--- config.mk ---
export PLATFORM = sky130hd
export DESIGN_NAME = ifetch_buf
export DESIGN_NICKNAME = d
export VERILOG_FILES = /design/src/rtl/ifetch_buf.sv
export SDC_FILE = /design/constraint.sdc
export NUM_CORES = 1
export LEC_CHECK = 0
export ABC_AREA = 1
export CELL_PAD_IN_SITES_DETAIL_PLACEMENT = 1
export CELL_PAD_IN_SITES_GLOBAL_PLACEMENT = 2
export CORE_AREA = 2 2 236 262
export DETAILED_ROUTE_END_ITERATION = 16
export DIE_AREA = 0 0 238 264
export GPL_ROUTABILITY_DRIVEN = 1
export PLACE_DENSITY_LB_ADDON = 0.2
export SYNTH_ARGS = -nofsm -noshare
export SYNTH_HDL_FRONTEND = slang
export SYNTH_SLANG_ARGS = --single-unit
--- constraint.sdc ---
create_clock -name clk -period 6.9 [get_ports clk]
set_input_delay 1.38 -clock clk [delete_from_list [all_inputs] [get_ports clk]]
set_output_delay 1.38 -clock clk [all_outputs]
set_load 0.01 [all_outputs]
--- src/rtl/ifetch_buf.sv ---
// ifetch_buf: instruction fetch front end. Fetches from a single-cycle local IMEM
// below 2**IMEM_AW or from a variable-latency external port above it, and queues
// fetched words with their PCs in an in-order prefetch FIFO.
// Optional feature macro IFETCH_MISALIGN_EN: misaligned branch targets pulse
// misalign and halt fetch until the next aligned branch.
module ifetch_buf #(
    parameter logic [31:0] PC_INIT = 32'h0000_0000,
    parameter int unsigned IMEM_AW = 11,
    parameter int unsigned DEPTH   = 4
) (
    input  logic               clk,
    input  logic               nrst,
    input  logic               stall,
    input  logic               br_en,
    input  logic [31:0]        br_addr,
    output logic               ins_valid,
    output logic [31:0]        ins_out,
    output logic [31:0]        ins_pc,
    output logic               imem_ren,
    output logic [IMEM_AW-1:0] imem_addr,
    input  logic [31:0]        imem_rdata,
    output logic               ex_req,
    output logic [31:0]        ex_addr,
    input  logic               ex_ack,
    input  logic [31:0]        ex_rdata,
    output logic               misalign
);

    localparam int unsigned PW = $clog2(DEPTH);
    localparam int unsigned CW = PW + 1;
    localparam logic [31:0] LocalMax = 32'((64'd1 << IMEM_AW) - 64'd4);
    localparam logic [31:0] ExBase   = 32'(64'd1 << IMEM_AW);

    typedef logic [CW:0] sum_t;
    typedef enum logic {ExIdle, ExWait} ex_st_e;

    logic [31:0]   fpc_q, fpc_d;
    logic [CW-1:0] cnt_q, cnt_d;
    logic [PW-1:0] rd_ptr_q, rd_ptr_d, wr_ptr_q, wr_ptr_d;
    logic          lfl_q, lfl_d;
    logic [31:0]   lpc_q, lpc_d;
    ex_st_e        ex_st_q, ex_st_d;
    logic          drop_q, drop_d;
    logic [31:0]   ex_addr_q, ex_addr_d;
    logic [31:0]   hold_ins_q, hold_ins_d, hold_pc_q, hold_pc_d;
    logic [31:0]   fifo_ins_q [DEPTH];
    logic [31:0]   fifo_pc_q  [DEPTH];

    logic        halt, pop, space_ok, is_local, can_issue, local_issue, ex_issue;
    logic        ex_done, push_local, push_ex, push;
    logic [31:0] push_data, push_pc;

`ifdef IFETCH_MISALIGN_EN
    logic halt_q, mis_q, mis_br;

    assign mis_br   = br_en & (br_addr[1:0] != 2'b00);
    assign halt     = halt_q;
    assign misalign = mis_q;

    // Misaligned branch: one-cycle pulse, and fetch stays halted until an aligned branch.
    always_ff @(posedge clk) begin
        if (!nrst) begin
            halt_q <= 1'b0;
            mis_q  <= 1'b0;
        end else begin
            halt_q <= br_en ? mis_br : halt_q;
            mis_q  <= mis_br;
        end
    end
`else
    assign halt     = 1'b0;
    assign misalign = 1'b0;
`endif

    assign ins_valid = (cnt_q != '0);
    assign ins_out   = ins_valid ? fifo_ins_q[rd_ptr_q] : hold_ins_q;
    assign ins_pc    = ins_valid ? fifo_pc_q[rd_ptr_q] : hold_pc_q;
    assign ex_req    = (ex_st_q == ExWait);
    assign ex_addr   = ex_addr_q;
    assign imem_ren  = local_issue;
    assign imem_addr = fpc_q[IMEM_AW-1:0];

    // Issue decision and push selection; a branch suppresses issue and any push.
    always_comb begin
        pop         = ins_valid & ~stall;
        // An in-flight local word already owns a slot.
        space_ok    = (sum_t'(cnt_q) + sum_t'(lfl_q)) < (sum_t'(DEPTH) + sum_t'(pop));
        is_local    = (fpc_q <= LocalMax);
        can_issue   = nrst & ~br_en & ~halt & space_ok & (ex_st_q == ExIdle);
        local_issue = can_issue & is_local;
        ex_issue    = can_issue & ~is_local & ~lfl_q;
        ex_done     = (ex_st_q == ExWait) & ex_ack;
        push_local  = lfl_q & ~br_en;
        push_ex     = ex_done & ~drop_q & ~br_en;
        push        = push_local | push_ex;
        push_data   = lfl_q ? imem_rdata : ex_rdata;
        // The external word's PC is still fpc, which only advances on its ack.
        push_pc     = lfl_q ? lpc_q : fpc_q;
    end

    // Next-state for fetch PC, FIFO bookkeeping and the external request FSM.
    always_comb begin
        fpc_d      = fpc_q;
        cnt_d      = cnt_q;
        rd_ptr_d   = rd_ptr_q;
        wr_ptr_d   = wr_ptr_q;
        lfl_d      = local_issue;
        lpc_d      = local_issue ? fpc_q : lpc_q;
        ex_st_d    = ex_st_q;
        drop_d     = drop_q;
        ex_addr_d  = ex_addr_q;
        hold_ins_d = ins_valid ? fifo_ins_q[rd_ptr_q] : hold_ins_q;
        hold_pc_d  = ins_valid ? fifo_pc_q[rd_ptr_q] : hold_pc_q;

        if (br_en) begin
            fpc_d    = br_addr & 32'hFFFF_FFFC;
            cnt_d    = '0;
            rd_ptr_d = '0;
            wr_ptr_d = '0;
        end else begin
            if (local_issue || (ex_done && !drop_q)) begin
                fpc_d = fpc_q + 32'd4;
            end
            cnt_d    = cnt_q + CW'(push) - CW'(pop);
            rd_ptr_d = rd_ptr_q + PW'(pop);
            wr_ptr_d = wr_ptr_q + PW'(push);
        end

        unique case (ex_st_q)
            ExIdle: begin
                if (ex_issue) begin
                    ex_st_d   = ExWait;
                    ex_addr_d = fpc_q - ExBase;
                end
            end
            ExWait: begin
                if (ex_ack) begin
                    ex_st_d = ExIdle;
                    drop_d  = 1'b0;
                end else if (br_en) begin
                    drop_d = 1'b1;
                end
            end
            default: ex_st_d = ExIdle;
        endcase
    end

    // State registers with synchronous active-low reset.
    always_ff @(posedge clk) begin
        if (!nrst) begin
            fpc_q      <= PC_INIT;
            cnt_q      <= '0;
            rd_ptr_q   <= '0;
            wr_ptr_q   <= '0;
            lfl_q      <= 1'b0;
            lpc_q      <= '0;
            ex_st_q    <= ExIdle;
            drop_q     <= 1'b0;
            ex_addr_q  <= '0;
            hold_ins_q <= '0;
            hold_pc_q  <= '0;
        end else begin
            fpc_q      <= fpc_d;
            cnt_q      <= cnt_d;
            rd_ptr_q   <= rd_ptr_d;
            wr_ptr_q   <= wr_ptr_d;
            lfl_q      <= lfl_d;
            lpc_q      <= lpc_d;
            ex_st_q    <= ex_st_d;
            drop_q     <= drop_d;
            ex_addr_q  <= ex_addr_d;
            hold_ins_q <= hold_ins_d;
            hold_pc_q  <= hold_pc_d;
        end
    end

    // FIFO storage; contents need no reset because cnt gates visibility.
    always_ff @(posedge clk) begin
        if (nrst && push) begin
            fifo_ins_q[wr_ptr_q] <= push_data;
            fifo_pc_q[wr_ptr_q]  <= push_pc;
        end
    end

endmodule

* Word-level counts from Yosys, hierarchy flattened *
Memory sizes are Yosys's and may differ from the RTL's. A register that Yosys moved wholly into a read port is not among the register bits.
Index checks and enable logic that the tools add are counted.

operators by class
  add/sub/neg operators = 8
  order comparisons = 2
  multiplexer cells = 15
  bitwise operators = 19
  reduce and logical (&&, ||, !) cells = 10

operator list
  cell                      number
  $mux W32                  6
  $add A32 B3 Y32 const B   1
  $le A32 B11 Y1 const B    1
  $sub A32 B12 Y32 const B  1
  $and A1 B1 Y1             11
  $not A1 Y1                7
  $mux W1                   6
  $add A2 B1 Y2             2
  $add A3 B1 Y4             1
  $add A3 B1 Y4 const A     1
  $lt A4 B4 Y1              1
  $mux W2                   2
  $reduce_and A2 Y1         2
  $reduce_bool A2 Y1        2
  $add A3 B1 Y3             1
  $reduce_bool A3 Y1        1
  $sub A3 B1 Y3             1
  $logic_and A1 B1 Y1       2
  $pmux W1 S2               1
  $reduce_or A2 Y1          1
  $logic_not A1 Y1          1
  $logic_or A1 B1 Y1        1
  $or A1 B1 Y1              1

word-level totals
  flip-flop bits (word level) = 170
  bits in writable memories = 256
  logic and storage cells = 68
  memories = 2

memories
  name        words  bits a word  read ports  clocked after memory_dff  wr ports  line  RTL
  fifo_ins_q  4      32           1           1                         1         46    logic [31:0] fifo_ins_q [DEPTH];
  fifo_pc_q   4      32           1           1                         1         47    logic [31:0] fifo_pc_q [DEPTH];

* Depth between registers and ports, before layout *
  word-level depth = 10
  gate-level depth with buffers = 13
  depth with buffers taken out = 12

* Worst setup path before layout *
OpenSTA, ideal clock, no wires.

  path type = input-to-reg
  from = in ex_ack
  to = mem fifo_ins_q[0][0], enable pin
  arrival time = 6.069 ns
  slack = 0.273 ns
  cell stages on the path = 8
  buffers on the path = 0
  path through = nand2_1 > nor2_1 > inv_1 > nand2_1 > nand2_1 > inv_1 > nand2_1 > nor3_1

between the ends
  longest elaborated chain between the ends = 7

ends and longest elaborated chain
  item                           line  RTL
  start, declared                24    input logic ex_ack,
  $and A1 B1 Y1                  92    ex_done = (ex_st_q == ExWait) & ex_ack;
  $and A1 B1 Y1 (2 in series)    94    push_ex = ex_done & ~drop_q & ~br_en;
  $or A1 B1 Y1                   95    push = push_local | push_ex;
  $logic_and A1 B1 Y1            179   if (nrst && push) begin
  $mux W1                        179
  $mux W1 (not written as such)  180   fifo_ins_q[wr_ptr_q] <= push_data;
  end, declared                  46

No other way between the ends.

* Worst setup path after layout *
  from = in br_en
  to = out imem_ren

between the ends
  longest elaborated chain between the ends = 5

ends and longest elaborated chain
  item                         line  RTL
  start, declared              14    input logic br_en,
  $not A1 Y1                   89    can_issue = nrst & ~br_en & ~halt & space_ok & (ex_st_q == ExIdle);
  $and A1 B1 Y1 (3 in series)  89
  $and A1 B1 Y1                90    local_issue = can_issue & is_local;
  end, declared                19    output logic imem_ren,

No other way between the ends.

==> run_results.csv <==
group,metric,value,unit
power_and_ir_drop,switching_power,1.37,mW
route,ant_nets,0,
logic_synthesis,yosys_warnings,0,
power_and_ir_drop,seqPwrFrac,0.471,
layout,n_antenna_cell,0,
route,drcViolationCount,0,
power_and_ir_drop,p_sw_frac,0.240,
timing,tightest_slew,1.07,ns
layout,fin_area,22100,um2
critical_path,worst-path-buf-inv,4,
timing,setup_slack,1.69,ns
place,dp_hpwl,33700,um
clock_network,cts_tree,"yes",
layout,multi_input_area,6310,um2
route,drt-initial-drc-count,550,
timing,timing.slew.headroom,0.289,
critical_path,startpoint_type,"input pin",
clock_network,cts_root_buf,"clkbuf_16",
logic_synthesis,synth_area_leader_cell,"edfxtp_1",
timing,rsz0062_at_grt,"no",
logic_synthesis,ys_ff_latch,412,
layout,nets,2242,
timing,period_share,0.755,
grt,grt_max_degree,95,
critical_path,crit_path_frequent_cell,"clkdlybuf4s50_1",
clock_network,clock_path_buffers,3,
critical_path,required,5.52,ns
timing,fin_skew,0.0148,ns
timing,fin_crit,5.21,ns
timing,hold_violations,0,
timing,setup_tns,0,ns
place,io_buffers,204,
route,wirelength,54100,um
layout,final-seq-area,10700,um2
critical_path,crit_family,"buffers and inverters",
clock_network,cts_resized,0,
logic_synthesis,ys_types,34,
worst_hold_path,hold_class,"reg2reg",
power_and_ir_drop,power.density,260,nW/um2
worst_hold_path,hold_end,"lpc_q[20]$_SDFFE_PN0P_",
route,routedWlPerCell,18.4,um
power_and_ir_drop,leakagePower,8.27,nW
die,start_util,0.296,
power_and_ir_drop,p_total,5.74,mW
route,routed_via_density,4.74,
logic_synthesis,yosysSeqAreaShare,0.600,
die,die_area,62800,um2
critical_path,cp.arrival,3.83,ns
place,placed_area,20500,um2
clock_network,clock_latency,0.59,ns
place,place.gp.congestion,0.811,
route,vias,14000,
power_and_ir_drop,p_comb_frac,0.084,
clock_network,post_cts_buffers,0,
logic_synthesis,syn-cell-area,17900,um2
critical_path,rrSetupSlack,3.66,ns
timing,slew_viol_final,0,
grt,grt_pass1_wl,83500,um
place,post-place-ws,1.65,ns
power_and_ir_drop,p_int,4.36,mW
layout,fin_cells,2946,
critical_path,r2r_start,"lfl_q$_SDFF_PN0_",
critical_path,cp_cell_sequence,"clkdlybuf4s50_1 > inv_2 > nand2_2 > nor3b_1 > nand2_1 > nor2_1 > buf_4 > clkdlybuf4s50_1",
logic_synthesis,synth_top_area_share,0.416,
logic_synthesis,synth_area_per_cell,9.01,um2
job,maxCapViolCount,0,
critical_path,max_stage_delay,0.59,ns
timing,max_clock_freq,0.192,GHz
critical_path,slowest_stage,"clkdlybuf4s50_1",
place,dp_cells,2856,
clock_network,htree_num_levels,2,
die,coreArea,60400,um2
die,io_pins,212,
logic_synthesis,ys_top_cells_by_area,"edfxtp_1 (42%), dfxtp_1 (18%), nand2_1 (11%)",
critical_path,critPathKind,"in2out",
die,rows,95,
die,die_h,264,um
layout,finish.utilization,0.365,
critical_path,reg2reg_depth,8,
critical_path,cp-end-kind,"output pin",
layout,drive_above_1_share,0.0682,
die,die_w,238,um
power_and_ir_drop,peakVddDrop,0.148,mV
worst_hold_path,hold_depth,2,
timing,setup_violations,0,
layout,fill_cells,6882,
critical_path,timing.rr.end,"fifo_ins_q[1][1]$_DFFE_PP_",
worst_hold_path,hold_start,"lpc_q[20]$_SDFFE_PN0P_",
grt,overflow,0,
clock_network,postCtsHoldBufs,0,
clock_network,cts.sinks,412,
timing,holdWs,0.439,ns
power_and_ir_drop,p_clk_frac,0.446,
clock_network,path_clk_slew,0.06,ns
grt,antenna_found_initial,0,
logic_synthesis,syn_inst,1985,
grt,track_usage,0.171,
critical_path,critPathMaxFanout,25,
layout,syn2layout_area_growth,23.3,%
clock_network,cts_made_buffers,48,
run_status,status,"finished, final reports clean",
grt,first_global_vias,14400,
route,firstDrtPassIters,4,
==> cells in the mapped netlist, drive strengths merged <==
library cell,count
nand2,554
nor2,418
edfxtp,248
dfxtp,164
o21ai,139
a21oi,86
inv,69
clkbuf,68
buf,63
o32ai,62
nand3,56
xor2,20
ha,10
nand4,9
nor3,8
a31oi,3
xnor2,3
and3,1
conb,1
fa,1
nor3b,1
or2,1
==> registers in the layout (all words and copies together), names as in the netlist <==
signal      flops
fifo_ins_q    128
fifo_pc_q     120
hold_ins_q     32
hold_pc_q      32
ex_addr        30
fpc_q          30
lpc_q          30
cnt_q           3
rd_ptr_q        2
wr_ptr_q        2
drop_q          1
ex_req          1
lfl_q           1
==> layout by cell type, fill, tap and decap left out, types with 3 or more instances in the layout <==
cell	count
bufinv_16	3
nor2_1	410
conb_1	5
o21ai_0	133
nand2_1	547
buf_4	18
a21oi_1	86
clkinv_1	5
xnor2_1	3
inv_1	61
nor2_4	4
nor2_2	3
o21ai_1	6
edfxtp_1	248
nor3_1	4
ha_1	10
xor2_1	20
o32ai_1	62
dfxtp_1	161
dfxtp_4	3
clkbuf_1	9
clkbuf_16	48
nand4_1	8
clkbuf_8	10
inv_2	6
clkinv_2	10
clkdlybuf4s50_1	203
nand2_2	7
nand3_1	35
a31oi_1	3
clkinv_4	3
nor3_2	4
nand3_2	20
==> kinds of logic (layout without fill, tap and decap cells) <==
kind of cell,Yosys count,count (layout),share of synthesized area
adders and majority gates,11,11,0.00811
DFF,412,412,0.600
AOI/OAI and AO/OA,290,290,0.0943
and+or+nand+nor,1048,1048,0.236
other,1,5,0.000210
xor gates and xnor gates,23,23,0.0113
buffers and inverters,200,381,0.0499
==> power groups by stage <==
| stage | logic (mW) | registers, mW | clock network (mW) |
|---|---|---|---|
| global placement | 0.481 | 2.75 | 0 |
| detailed placement | 0.488 | 2.75 | 0 |
| CTS | 0.491 | 2.70 | 2.65 |
| global route | 0.534 | 2.71 | 2.74 |
| finish | 0.480 | 2.70 | 2.56 |
| floorplan | 0.269 | 2.74 | 0 |
==> cell type report <==
type	instances	area share
Inverter	69	0.0119
Multi-Input combinational cell	1377	0.286
Clock buffer	67	0.0622
Clock inverter	23	0.0102
Tap cell	776	0.0440
Sequential cell	412	0.487
Timing Repair Buffer	222	0.0985
==> worst max-delay path by stage <==
| stage | start | end | slack [ns] | depth (start not counted) |
|---|---|---|---|---|
| CTS | br_en | imem_ren | 1.66 | 8 |
| detailed placement | br_en | imem_ren | 1.65 | 8 |
| finish | br_en | imem_ren | 1.69 | 8 |
| global placement | br_en | imem_ren | 1.62 | 8 |
| global route | br_en | imem_ren | 1.48 | 8 |
| floorplan | ex_ack | fifo_ins_q[0][0]$_DFFE_PP_ | 0.27 | 8 |
==> layer usage <==
metal	global-route usage	routed length, um	vias to the layer above
met4	0.0385	964	0
met2	0.307	27000	201
met1	0.216	24300	6821
li1	-	-	6875
met5	0	0	-
met3	0.0268	1850	57
==> worst reg2reg max path: cells and delay by family, from the launching register on <==
family	cells	cell delay, ns
buf+inv	4	1.86
simple gates	4	0.53
flops	1	0.34
Note: power is estimated with default switching activity, not from simulation.
